--- src/rtl/memio_pkg.sv ---
// Shared occupancy encoding for the memio FIFO adapters.
// Keep this in sync with every adapter that reports a 0..2 buffered-word count.
package memio_pkg;
  typedef logic [1:0] occ_t;

  localparam occ_t OCC_ZERO = 2'd0;
  localparam occ_t OCC_ONE  = 2'd1;
  localparam occ_t OCC_TWO  = 2'd2;
endpackage

--- src/rtl/fifo_reader_if.sv ---
// FIFO dequeue port plus the outgoing valid/ready stream of fifo_reader.
// The master modport is the reader; the slave modport is the FIFO and consumer side.
interface fifo_reader_if #(parameter int WIDTH = 8);
  import memio_pkg::*;

  logic             fifo_empty;
  logic [WIDTH-1:0] fifo_data;
  logic             fifo_dequeue;
  logic             m_valid;
  logic             m_ready;
  logic [WIDTH-1:0] m_data;
  logic             flush;
  occ_t             occupancy;

  modport master (
    input  fifo_empty, fifo_data, m_ready, flush,
    output fifo_dequeue, m_valid, m_data, occupancy
  );

  modport slave (
    output fifo_empty, fifo_data, m_ready, flush,
    input  fifo_dequeue, m_valid, m_data, occupancy
  );
endinterface

--- src/rtl/fifo_reader_skid_buffer2.sv ---
// Two-entry head/tail store in FIFO order; head is the presented word.
// Flush empties the store and overrides both capture and pop.
module skid_buffer2
  import memio_pkg::*;
#(
  parameter int WIDTH = 8
) (
  input  logic             clk_i,
  input  logic             rst_ni,
  input  logic             capture_i,
  input  logic [WIDTH-1:0] cap_dat_i,
  input  logic             pop_i,
  input  logic             flush_i,
  output logic [WIDTH-1:0] head_o,
  output logic             vld_o,
  output occ_t             occ_o
);
  logic [WIDTH-1:0] head_q, head_d;
  logic [WIDTH-1:0] tail_q, tail_d;
  occ_t             occ_q, occ_d;
  logic             pop;

  assign pop = pop_i & (occ_q != OCC_ZERO);

  always_comb begin
    head_d = head_q;
    tail_d = tail_q;
    occ_d  = occ_q;
    if (flush_i) begin
      occ_d = OCC_ZERO;
    end else begin
      case ({capture_i, pop})
        2'b10: begin
          if (occ_q == OCC_ZERO) head_d = cap_dat_i;
          else                   tail_d = cap_dat_i;
          occ_d = occ_q + 2'd1;
        end
        2'b11: begin
          // Count is unchanged; the new word lands behind whatever stays buffered.
          if (occ_q == OCC_ONE) begin
            head_d = cap_dat_i;
          end else begin
            head_d = tail_q;
            tail_d = cap_dat_i;
          end
        end
        2'b01: begin
          head_d = tail_q;
          occ_d  = occ_q - 2'd1;
        end
        default: ;
      endcase
    end
  end

  always_ff @(posedge clk_i) begin
    if (!rst_ni) begin
      head_q <= '0;
      tail_q <= '0;
      occ_q  <= OCC_ZERO;
    end else begin
      head_q <= head_d;
      tail_q <= tail_d;
      occ_q  <= occ_d;
    end
  end

  assign head_o = head_q;
  assign vld_o  = (occ_q != OCC_ZERO);
  assign occ_o  = occ_q;

  a_occ_bound: assert property (@(posedge clk_i) disable iff (!rst_ni) occ_q != 2'd3);
endmodule

--- src/rtl/fifo_reader.sv ---
// Drains a 1-cycle-latency FIFO read port into a valid/ready stream at full rate.
// fifo_dequeue depends combinationally on m_ready so a pop frees a slot the same cycle.
module fifo_reader
  import memio_pkg::*;
#(
  parameter int WIDTH    = 8,
  parameter bit FLUSH_EN = 1'b1
) (
  input logic          clock,
  input logic          reset,
  fifo_reader_if.master bus
);
  logic       inflight_q, inflight_d;
  logic       flush_eff;
  logic       pop;
  logic       issue;
  logic [2:0] pending;
  occ_t       occ;

  assign flush_eff = FLUSH_EN & bus.flush;
  assign pop       = bus.m_valid & bus.m_ready;

  // Words already committed to the store once this cycle's pop is accounted for.
  assign pending = {1'b0, occ} + {2'b00, inflight_q} - {2'b00, pop};
  assign issue   = reset & ~bus.fifo_empty & ~flush_eff & (pending < 3'd2);

  assign inflight_d = issue;

  always_ff @(posedge clock) begin
    if (!reset) inflight_q <= 1'b0;
    else        inflight_q <= inflight_d;
  end

  skid_buffer2 #(.WIDTH(WIDTH)) u_skid (
    .clk_i     (clock),
    .rst_ni    (reset),
    .capture_i (inflight_q),
    .cap_dat_i (bus.fifo_data),
    .pop_i     (pop),
    .flush_i   (flush_eff),
    .head_o    (bus.m_data),
    .vld_o     (bus.m_valid),
    .occ_o     (occ)
  );

  assign bus.fifo_dequeue = issue;
  assign bus.occupancy    = occ;
endmodule

--- src/flat_wrapper.sv ---
// flat-port wrapper written by rule: the top's interface ports become plain ports
module fifo_reader_flat import memio_pkg::*;
#(
  parameter int WIDTH    = 8,
  parameter bit FLUSH_EN = 1'b1
)
  (clock, reset, bus_fifo_empty, bus_fifo_data, bus_m_ready, bus_flush, bus_fifo_dequeue, bus_m_valid, bus_m_data, bus_occupancy);
  fifo_reader_if #(.WIDTH(WIDTH)) bus_i ();
  input logic clock;
  input logic reset;
  input wire logic [$bits(bus_i.fifo_empty)-1:0] bus_fifo_empty;
  input wire logic [$bits(bus_i.fifo_data)-1:0] bus_fifo_data;
  input wire logic [$bits(bus_i.m_ready)-1:0] bus_m_ready;
  input wire logic [$bits(bus_i.flush)-1:0] bus_flush;
  output wire logic [$bits(bus_i.fifo_dequeue)-1:0] bus_fifo_dequeue;
  output wire logic [$bits(bus_i.m_valid)-1:0] bus_m_valid;
  output wire logic [$bits(bus_i.m_data)-1:0] bus_m_data;
  output wire logic [$bits(bus_i.occupancy)-1:0] bus_occupancy;
  assign bus_i.fifo_empty = bus_fifo_empty;
  assign bus_i.fifo_data = bus_fifo_data;
  assign bus_i.m_ready = bus_m_ready;
  assign bus_i.flush = bus_flush;
  assign bus_fifo_dequeue = bus_i.fifo_dequeue;
  assign bus_m_valid = bus_i.m_valid;
  assign bus_m_data = bus_i.m_data;
  assign bus_occupancy = bus_i.occupancy;
  fifo_reader #(.WIDTH(WIDTH), .FLUSH_EN(FLUSH_EN)) u_core (.clock(clock), .reset(reset), .bus(bus_i));
endmodule
--- config.mk ---
export PLATFORM = sky130hd
export DESIGN_NAME = fifo_reader_flat
export DESIGN_NICKNAME = d
export VERILOG_FILES = /design/src/rtl/memio_pkg.sv /design/src/rtl/fifo_reader_if.sv /design/src/rtl/fifo_reader_skid_buffer2.sv /design/src/rtl/fifo_reader.sv /design/src/flat_wrapper.sv
export SDC_FILE = /design/constraint.sdc
export NUM_CORES = 1
export LEC_CHECK = 0
export CAP_MARGIN = 30
export CORE_MARGIN = 1
export CORE_UTILIZATION = 40
export DETAILED_ROUTE_END_ITERATION = 8
export MAX_ROUTING_LAYER = met4
export PLACE_DENSITY_LB_ADDON = 0.25
export SYNTH_ARGS = -nofsm -noshare
export SYNTH_HDL_FRONTEND = slang
export SYNTH_SLANG_ARGS = --single-unit
export TNS_END_PERCENT = 10
--- constraint.sdc ---
create_clock -name clock -period 3.3 [get_ports clock]
set_input_delay 0.66 -clock clock [delete_from_list [all_inputs] [get_ports clock]]
set_output_delay 0.66 -clock clock [all_outputs]
set_load 0.05 [all_outputs]
==> metrics.csv, run 1 <==
metric,value,unit
reg2reg_from,u_core.u_skid.occ_o[0],
dp.cells,145,
yosys-top-cells-count,"19 x dfxtp_1, 9 x a21oi_1",
initial_core_util,42.6,%
yosysMostFrequentCell,dfxtp_1,
gp_congestion,0.696,
syn_area_per_cell,10.1,sq um
htree_levels,1,
finalMaxSlewViolations,0,
insertion_delay,300,ps
top_layer,met4,
holdCritPathClass,flop to flop,
grt_pass1_vias,771,
drt_iter0_drc,11,
setup_viol,0,
synth_edf_count,0,
crit_arrival,2530,ps
drt_wl_total,2030,um
clock_skew,2.70,ps
die_x,50.5,um
synthArstFlopShare,0,%
drive_above_1_share,21.0,%
netSwitchingFraction,30.9,%
routed_via_density,5.08,
setup_tns,0,ps
ys_ff_latch,19,
synth.top_cells.by_area,"dfxtp_1 40%, mux2i_1 8.5%, ha_1 8.0%",
wl_met1,905,um
pwr-share-seq,49.1,%
wl_met2,1010,um
overflow,0,
dominantRegCellSynth,dfxtp_1,
die_area,2550,sq um
ys.warnings.count,0,
p_per_area,373,nW/um^2
dieHeight,50.5,um
rsz0062_at_grt,false,
maxSlewHeadroom,60.2,%
nNetsFinal,145,
clock_sinks,19,
grt_util_all_layers,18.9,%
root_buffer,clkbuf_4,
r2r_cells,9,
synth_area,942,sq um
drtAntennaViolNets,0,
core_area,2210,sq um
vias,772,
io_buffers,24,
yosysTopAreaCell,dfxtp_1,
p_sw,154,uW
clock_path_buffers,2,
yosysSeqAreaShare,40.4,%
cap_violations,0,
rrSetupSlack,1230,ps
n_antenna_cell,0,
ir_drop,0.331,mV
remaining_drc_errors,0,
num_rows,17,
p_leak,0.572,nW
startpoint_type,flop,
wire_per_inst,13.3,um
worstMarginPinSlew,595,ps
syn_nets,113,
synth_cell_types,26,
p_int,344,uW
io-pin-count,25,
crit_type,flop to primary output,
p_comb_share,26.9,%
cp-endpoint,bus_fifo_dequeue,
final_cell_count_no_fill,152,
status,completed,
first_pass_iters,4,
antenna_found_initial,0,
clkTransAtPathRegs,110,ps
r2r-end,u_core.inflight_q,
grt_pass1_wl,3520,um
power.share.clock,23.9,%
critPathCaptureType,primary output,
fmax,0.313,GHz
area_growth,41.7,%
critPathRequiredTime,2640,ps
syn_inst,93,
wl_met3,96,um
synth_top_cell_area_share,40.4,%
cts_tree,yes,
hold_viol,0,
cts_made_buffers,3,
fin_crit,3190,ps
fin_crit_sh,96.7,%
cp_max_fo,5,
fin_util,60.4,%
dpl.hpwl,1490,um
grt_max_degree,17,
worstSetupStartpoint,u_core.u_skid.occ_o[0],
## kinds of logic (layout without fill, tap and decap cells)
family,Yosys count,in the layout,synth area share [%]
DFF,19,19,40.4
and+or+nand+nor,18,18,12.5
AOI/OAI and AO/OA,29,29,21.0
buffers and inverters,9,40,4.78
muxes,8,8,8.50
xor gates and xnor gates,3,3,2.79
adders and majority gates,7,7,10.1
## stage by stage
| stage | power, mW | worst slack, ps | hold WS (ps) | instance area [sq um] |
|---|---|---|---|---|
| 2_1_floorplan | 0.333 | 33.2 | 486 | 982 |
| 3_3_place_gp | 0.377 | 23.3 | 499 | 1270 |
| 3_5_place_dp | 0.380 | 3.92 | 513 | 1270 |
| 4_1_cts | 0.499 | 9.03 | 541 | 1290 |
| 5_1_grt | 0.525 | 13.7 | 540 | 1340 |
| 6_report | 0.498 | 110 | 522 | 1340 |
## routing by layer
layer,vias to the layer above,GRT usage (%)
li1,386,-
met1,364,22.7
met2,20,30.7
met3,2,5.45
met4,0,5.56
met5,-,-
## sequential cells by signal, summed over array words and instances (netlist names)
name,flops
u_core.u_skid.head_o,8
u_core.u_skid.tail_q,8
u_core.u_skid.occ_o,2
u_core.inflight_q,1
## cell type report
type / instances / area (sq um)
clock inverters: 1 / 5.00
repair buffers: 30 / 298
fillers: 195 / 877
well taps: 28 / 35.0
inverters: 6 / 25.0
multi-input cells: 65 / 562
clock buffers: 3 / 22.5
flip-flops and latches: 19 / 388
## power groups by stage
stage	combinational (mW)	sequential, mW	clock (mW)
final	0.134	0.245	0.119
after global routing	0.144	0.246	0.136
after CTS	0.130	0.245	0.124
after detailed placement	0.129	0.251	0
after global placement	0.127	0.250	0
after floorplan	0.0588	0.274	0
## how the worst min path moves through the flow
stage,from,to,slack [ps],depth (start not counted)
6_report,u_core.u_skid.occ_o[1],u_core.u_skid.occ_o[1],520,2
4_1_cts,u_core.u_skid.tail_q[2],u_core.u_skid.tail_q[2],540,2
3_3_place_gp,u_core.u_skid.tail_q[6],u_core.u_skid.tail_q[6],500,2
2_1_floorplan,u_core.u_skid.tail_q[0],u_core.u_skid.tail_q[0],490,2
3_5_place_dp,u_core.u_skid.tail_q[2],u_core.u_skid.tail_q[2],510,2
5_1_grt,u_core.u_skid.occ_o[1],u_core.u_skid.occ_o[1],540,2
## cell usage in the layout, fill, tap and decap left out, types with 3 or more instances in the layout
master / n
nor2b_1: 8
mux2i_1: 8
clkbuf_4: 3
inv_1: 5
clkdlybuf4s50_1: 22
ha_1: 4
o21ai_0: 8
a21oi_1: 9
dfxtp_1: 17
a22oi_1: 8
buf_4: 6
## worst max-delay path, stage by stage, from the launching register on
cell,delay (ps)
dfxtp_4,380
inv_1,50
ha_2,200
inv_4,70
nand2_2,90
ha_4,280
nand2_2,60
fa_2,400
xor2_2,200
nor4b_4,330
buf_12,180
## what timing repair did
item	CTS	global route
pin swaps	1	5
endpoints found under the setup margin	1	1
hold buffers	0	0
setup buffers	0	3
gates resized for setup	0	5
(Power assumes the default switching activity.)
==> run 2: changes to the inputs <==
Settings changed: MAX_ROUTING_LAYER met4 to unset.
==> metrics.csv, run 2 (synthesis gave the netlist of run 1 again) <==
metric,value,unit,change
cts_tree,yes,,
ctsHoldBuffers,0,,unchanged
maxSlewHeadroom,60.4,%,+0.25 points
area_growth,41.7,%,unchanged
remaining_drc_errors,0,,unchanged
clock_path_buffers,2,,unchanged
p_int,344,uW,about the same
p_sw,153,uW,-0.26%
vias,772,,unchanged
setup_viol,0,,unchanged
grt_util_all_layers,18.4,%,-0.50 points
drtAntennaViolNets,0,,unchanged
gp_congestion,0.689,,-1.0%
nNetsFinal,145,,unchanged
root_buffer,clkbuf_4,,
io-pin-count,25,,unchanged
grt_pass1_wl,3510,um,-0.20%
rrSetupSlack,1230,ps,about the same
ir_drop,0.331,mV,about the same
design_area,1340,sq um,unchanged
clkTransAtPathRegs,110,ps,about the same
power.share.clock,23.9,%,about the same
worstSetupStartpoint,u_core.u_skid.occ_o[0],,
crit_type,flop to primary output,,
crit_arrival,2530,ps,about the same
fmax,0.314,GHz,about the same
whs,522,ps,+0.0140 ps
insertion_delay,300,ps,about the same
dpl.hpwl,1490,um,unchanged
cp_max_fo,5,,unchanged
routed_via_density,5.08,,unchanged
antenna_found_initial,0,,unchanged
die_area,2550,sq um,unchanged
reg2reg_from,u_core.u_skid.occ_o[0],,
final_common_cell,clkdlybuf4s50_1,,
clock_sinks,19,,unchanged
die_x,50.5,um,unchanged
startpoint_type,flop,,
grt_max_degree,17,,unchanged
fin_crit,3190,ps,-1.28 ps
core_area,2210,sq um,unchanged
drt_wl_total,2030,um,+0.39%
mostFrequentLayoutCells,"22 x clkdlybuf4s50_1, 17 x dfxtp_1, 9 x a21oi_1",,
num_rows,17,,unchanged
holdCritPathClass,flop to flop,,
finalMaxSlewViolations,0,,unchanged
min_from,u_core.u_skid.occ_o[1],,
wire_per_inst,13.4,um,+0.39%
fin_ws,111,ps,+1.28 ps
critPathRequiredTime,2640,ps,about the same
hold_viol,0,,unchanged
dieHeight,50.5,um,unchanged
rsz0062_at_grt,false,,
setup_tns,0,ps,unchanged
worstMarginPinSlew,591,ps,-3.81 ps
grt_pass1_vias,771,,unchanged
netSwitchingFraction,30.9,%,-0.054 points
status,completed,,
fin_crit_sh,96.6,%,about the same
initial_core_util,42.6,%,unchanged
cap_violations,0,,unchanged
pre_cts_slack,3.92,ps,unchanged
htree_levels,1,,unchanged
first_pass_iters,3,,-1
pwr-share-seq,49.2,%,about the same
io_buffers,24,,unchanged
drt_iter0_drc,10,,-1
drive_above_1_share,21.0,%,unchanged
n_antenna_cell,0,,unchanged
fillers,195,,unchanged
clock_skew,2.74,ps,+0.0386 ps
overflow,0,,unchanged
cts_made_buffers,3,,unchanged
p_comb_share,26.9,%,about the same
critPathCaptureType,primary output,,
p_leak,0.572,nW,unchanged
p_per_area,373,nW/um^2,about the same
fin_util,60.4,%,unchanged
dpl_cell_area,1270,sq um,unchanged
[run 2: cell counts in the layout (fill, tap and decap cells not counted)]
Identical to the previous run, type by type.
[run 2: worst max-delay path, cell delays in order, from the launching register on]
cell     delay [ps]
dfxtp_4         380
inv_1            50
ha_2            200
inv_4            70
nand2_2          90
ha_4            280
nand2_2          60
fa_2            400
xor2_2          200
nor4b_4         330
buf_12          180
[run 2: through the flow]
step                total power, mW  std cells
finish                        0.497        152
global placement              0.377        145
global route                  0.525        152
floorplan                     0.333         93
detailed placement            0.380        145
CTS                           0.499        149
[run 2: worst paths after layout]
path,endpoint,cells after the start
hold reg to reg,u_core.u_skid.occ_o[1],2
setup / recovery,bus_fifo_dequeue,10
hold / removal,u_core.u_skid.occ_o[1],2
setup reg to reg,u_core.inflight_q,9
[run 2: power by group through the flow]
stage	registers, mW	logic [mW]	clock network, mW
2_1_floorplan	0.274	0.0588	0
3_3_place_gp	0.250	0.127	0
3_5_place_dp	0.251	0.129	0
4_1_cts	0.245	0.130	0.124
5_1_grt	0.246	0.144	0.136
6_report	0.245	0.134	0.119
[run 2: layer usage]
metal  track usage, %  routed length [um]  vias up
met5                0                   0        -
met4             5.56                  14        0
met3             5.45                  81        2
met2             30.7                1020       18
met1             22.7                 913      366
li1                 -                   -      386
[run 2: what timing repair did]
item	in CTS	in global routing
resized for setup	0	5
setup endpoints to repair	1	1
gates cloned	0	0
pin swaps	1	5
setup buffers	0	3
[run 2: cell type report]
class,count,area [sq um],share of cell area (%)
multi-input combinational,65,562,42.1
clock buffer,3,22.5,1.69
timing repair buffer,30,298,22.3
tap,28,35.0,2.62
clock inverter,1,5.00,0.375
inverter,6,25.0,1.87
sequential,19,388,29.1
==> run 3: changes to the inputs <==
Settings changed: CORE_UTILIZATION 40 to 25.
==> metrics.csv, run 3 (synthesis gave the netlist of run 1 again) <==
metric,value,unit,change
area_growth,43.6,%,
reg2reg_from,u_core.u_skid.occ_o[1],,
cp-endpoint,bus_fifo_dequeue,,
dpl.hpwl,1470,um,-1.5%
fin_crit,3240,ps,+49.6 ps
setup_viol,0,,unchanged
remaining_drc_errors,0,,unchanged
fillers,362,,+86%
maxSlewHeadroom,59.6,%,-0.80 points
dieHeight,63.4,um,+25%
dp.cells,163,,+12%
drt_iter0_drc,32,,+22
final_cell_count_no_fill,168,,+11%
clock_sinks,19,,unchanged
hold_viol,0,,unchanged
drive_above_1_share,17.2,%,-3.8 points
io_buffers,24,,unchanged
core_area,3470,sq um,+57%
grt_max_degree,17,,unchanged
finalMaxSlewViolations,0,,unchanged
clock_skew,1.46,ps,-1.28 ps
worstMarginPinSlew,603,ps,+11.9 ps
vias,760,,-1.6%
nNetsFinal,143,,-1.4%
pre_cts_slack,-9.93,ps,-13.8 ps
drt_wl_total,2050,um,+0.69%
power,534,uW,+7.4%
crit_buf_inv,2,,-1
fin_crit_sh,98.1,%,+1.5 points
initial_core_util,27.2,%,-15 points
r2r-end,u_core.u_skid.head_o[2],,
wire_per_inst,12.2,um,-8.9%
insertion_delay,250,ps,-50 ps
rrSetupSlack,1130,ps,-100 ps
die_x,63.4,um,+25%
clkTransAtPathRegs,70,ps,-40 ps
num_rows,21,,+4
worstSetupStartpoint,bus_m_ready,,
p_per_area,395,nW/um^2,+6.1%
io-pin-count,25,,unchanged
grt_pass1_vias,724,,-6.1%
cp_max_fo,3,,-2
root_buffer,clkbuf_8,,
first_pass_iters,2,,-1
grt_pass1_wl,3440,um,-2.0%
status,completed,,
fmax,0.309,GHz,-1.5%
holdCritPathClass,flop to flop,,
n_antenna_cell,0,,unchanged
slowest_delay,470,ps,+70 ps
critPathRequiredTime,2640,ps,about the same
overflow,0,,unchanged
routed_via_density,4.52,,-11%
grt_util_all_layers,11.0,%,-7.4 points
cts_made_buffers,3,,unchanged
ir_drop,0.124,mV,-62%
gp_congestion,0.714,,+3.7%
crit_arrival,2580,ps,+50 ps
clock_path_buffers,2,,unchanged
rsz0062_at_grt,false,,
crit_type,primary input to primary output,,
startpoint_type,primary input,,
p_leak,0.555,nW,-2.8%
final_common_cell,clkdlybuf4s50_1,,
cpMaxStageDelayCell,clkdlybuf4s50_1,,
crit_chain,"clkdlybuf4s50_1, nand2_2, ha_4, nand2_1, fa_2, xor2_2, nor4b_4, buf_12",,
drtAntennaViolNets,0,,unchanged
die_area,4020,sq um,+57%
cp_top_family,buffers and inverters,,
antenna_found_initial,0,,unchanged
cp.depth,8,,-2
cap_violations,0,,unchanged
mostFrequentLayoutCells,"23 x clkdlybuf4s50_1, 17 x dfxtp_1, 9 x a21oi_1",,
cts_tree,yes,,
htree_levels,1,,unchanged
setup_tns,0,ps,unchanged
critPathCaptureType,primary output,,
fin_util,39.0,%,-21 points
r2r_cells,9,,unchanged
fin_ws,61.9,ps,-49.6 ps
==> run 3: through the flow <==
| stage | hold slack (ps) | cell area (sq um) |
|---|---|---|
| 6_report | 520 | 1350 |
| 5_1_grt | 550 | 1350 |
| 4_1_cts | 529 | 1340 |
| 3_5_place_dp | 511 | 1290 |
| 3_3_place_gp | 499 | 1290 |
| 2_1_floorplan | 486 | 982 |
==> run 3: layout make-up <==
type                       instances  area (sq um)  share of cell area (%)
multi-input combinational         65           557                    41.2
sequential                        19           388                    28.7
timing repair buffer              28           280                    20.7
tap                               46          57.6                    4.26
clock buffer                       4          45.0                    3.33
inverter                           6          25.0                    1.85
==> run 3: what timing repair did <==
action	4_1_cts	5_1_grt
pin swaps	1	2
hold buffers	0	0
setup endpoints to repair	1	1
setup buffers	0	1
cloned	0	0
gates resized for setup	0	2
==> run 3: worst min path at each step <==
stage,cells past startpoint,start,slack [ps],endpoint
5_1_grt,2,u_core.u_skid.tail_q[4],550,u_core.u_skid.tail_q[4]
4_1_cts,2,u_core.u_skid.tail_q[4],530,u_core.u_skid.tail_q[4]
3_5_place_dp,2,u_core.u_skid.tail_q[2],510,u_core.u_skid.tail_q[2]
2_1_floorplan,2,u_core.u_skid.tail_q[0],490,u_core.u_skid.tail_q[0]
3_3_place_gp,2,u_core.u_skid.tail_q[4],500,u_core.u_skid.tail_q[4]
6_report,2,u_core.u_skid.tail_q[2],520,u_core.u_skid.tail_q[2]
==> run 3: worst register-to-register path: cells and delay by family, from the launching register on <==
family | cells | cell delay [ps]
AOI/OAI and AO/OA | 3 | 880
adders and majority gates | 2 | 460
DFF | 1 | 390
buffers and inverters | 3 | 300
and+or+nand+nor | 1 | 80
==> run 3: where the power goes <==
group	total (mW)	switching [mW]	internal [mW]
Combinational	0.131	0.0728	0.0582
Sequential	0.246	0.00684	0.239
Clock	0.158	0.0722	0.0856
Total	0.534	0.152	0.383
==> run 3: layer usage <==
layer | up-vias | part of all wire (%) | track usage, %
li1 | 389 | - | -
met1 | 354 | 48 | 14.1
met2 | 15 | 47 | 16.9
met4 | 0 | 0.68 | 5.11
met5 | - | 0 | 0
met3 | 2 | 3.8 | 3.08
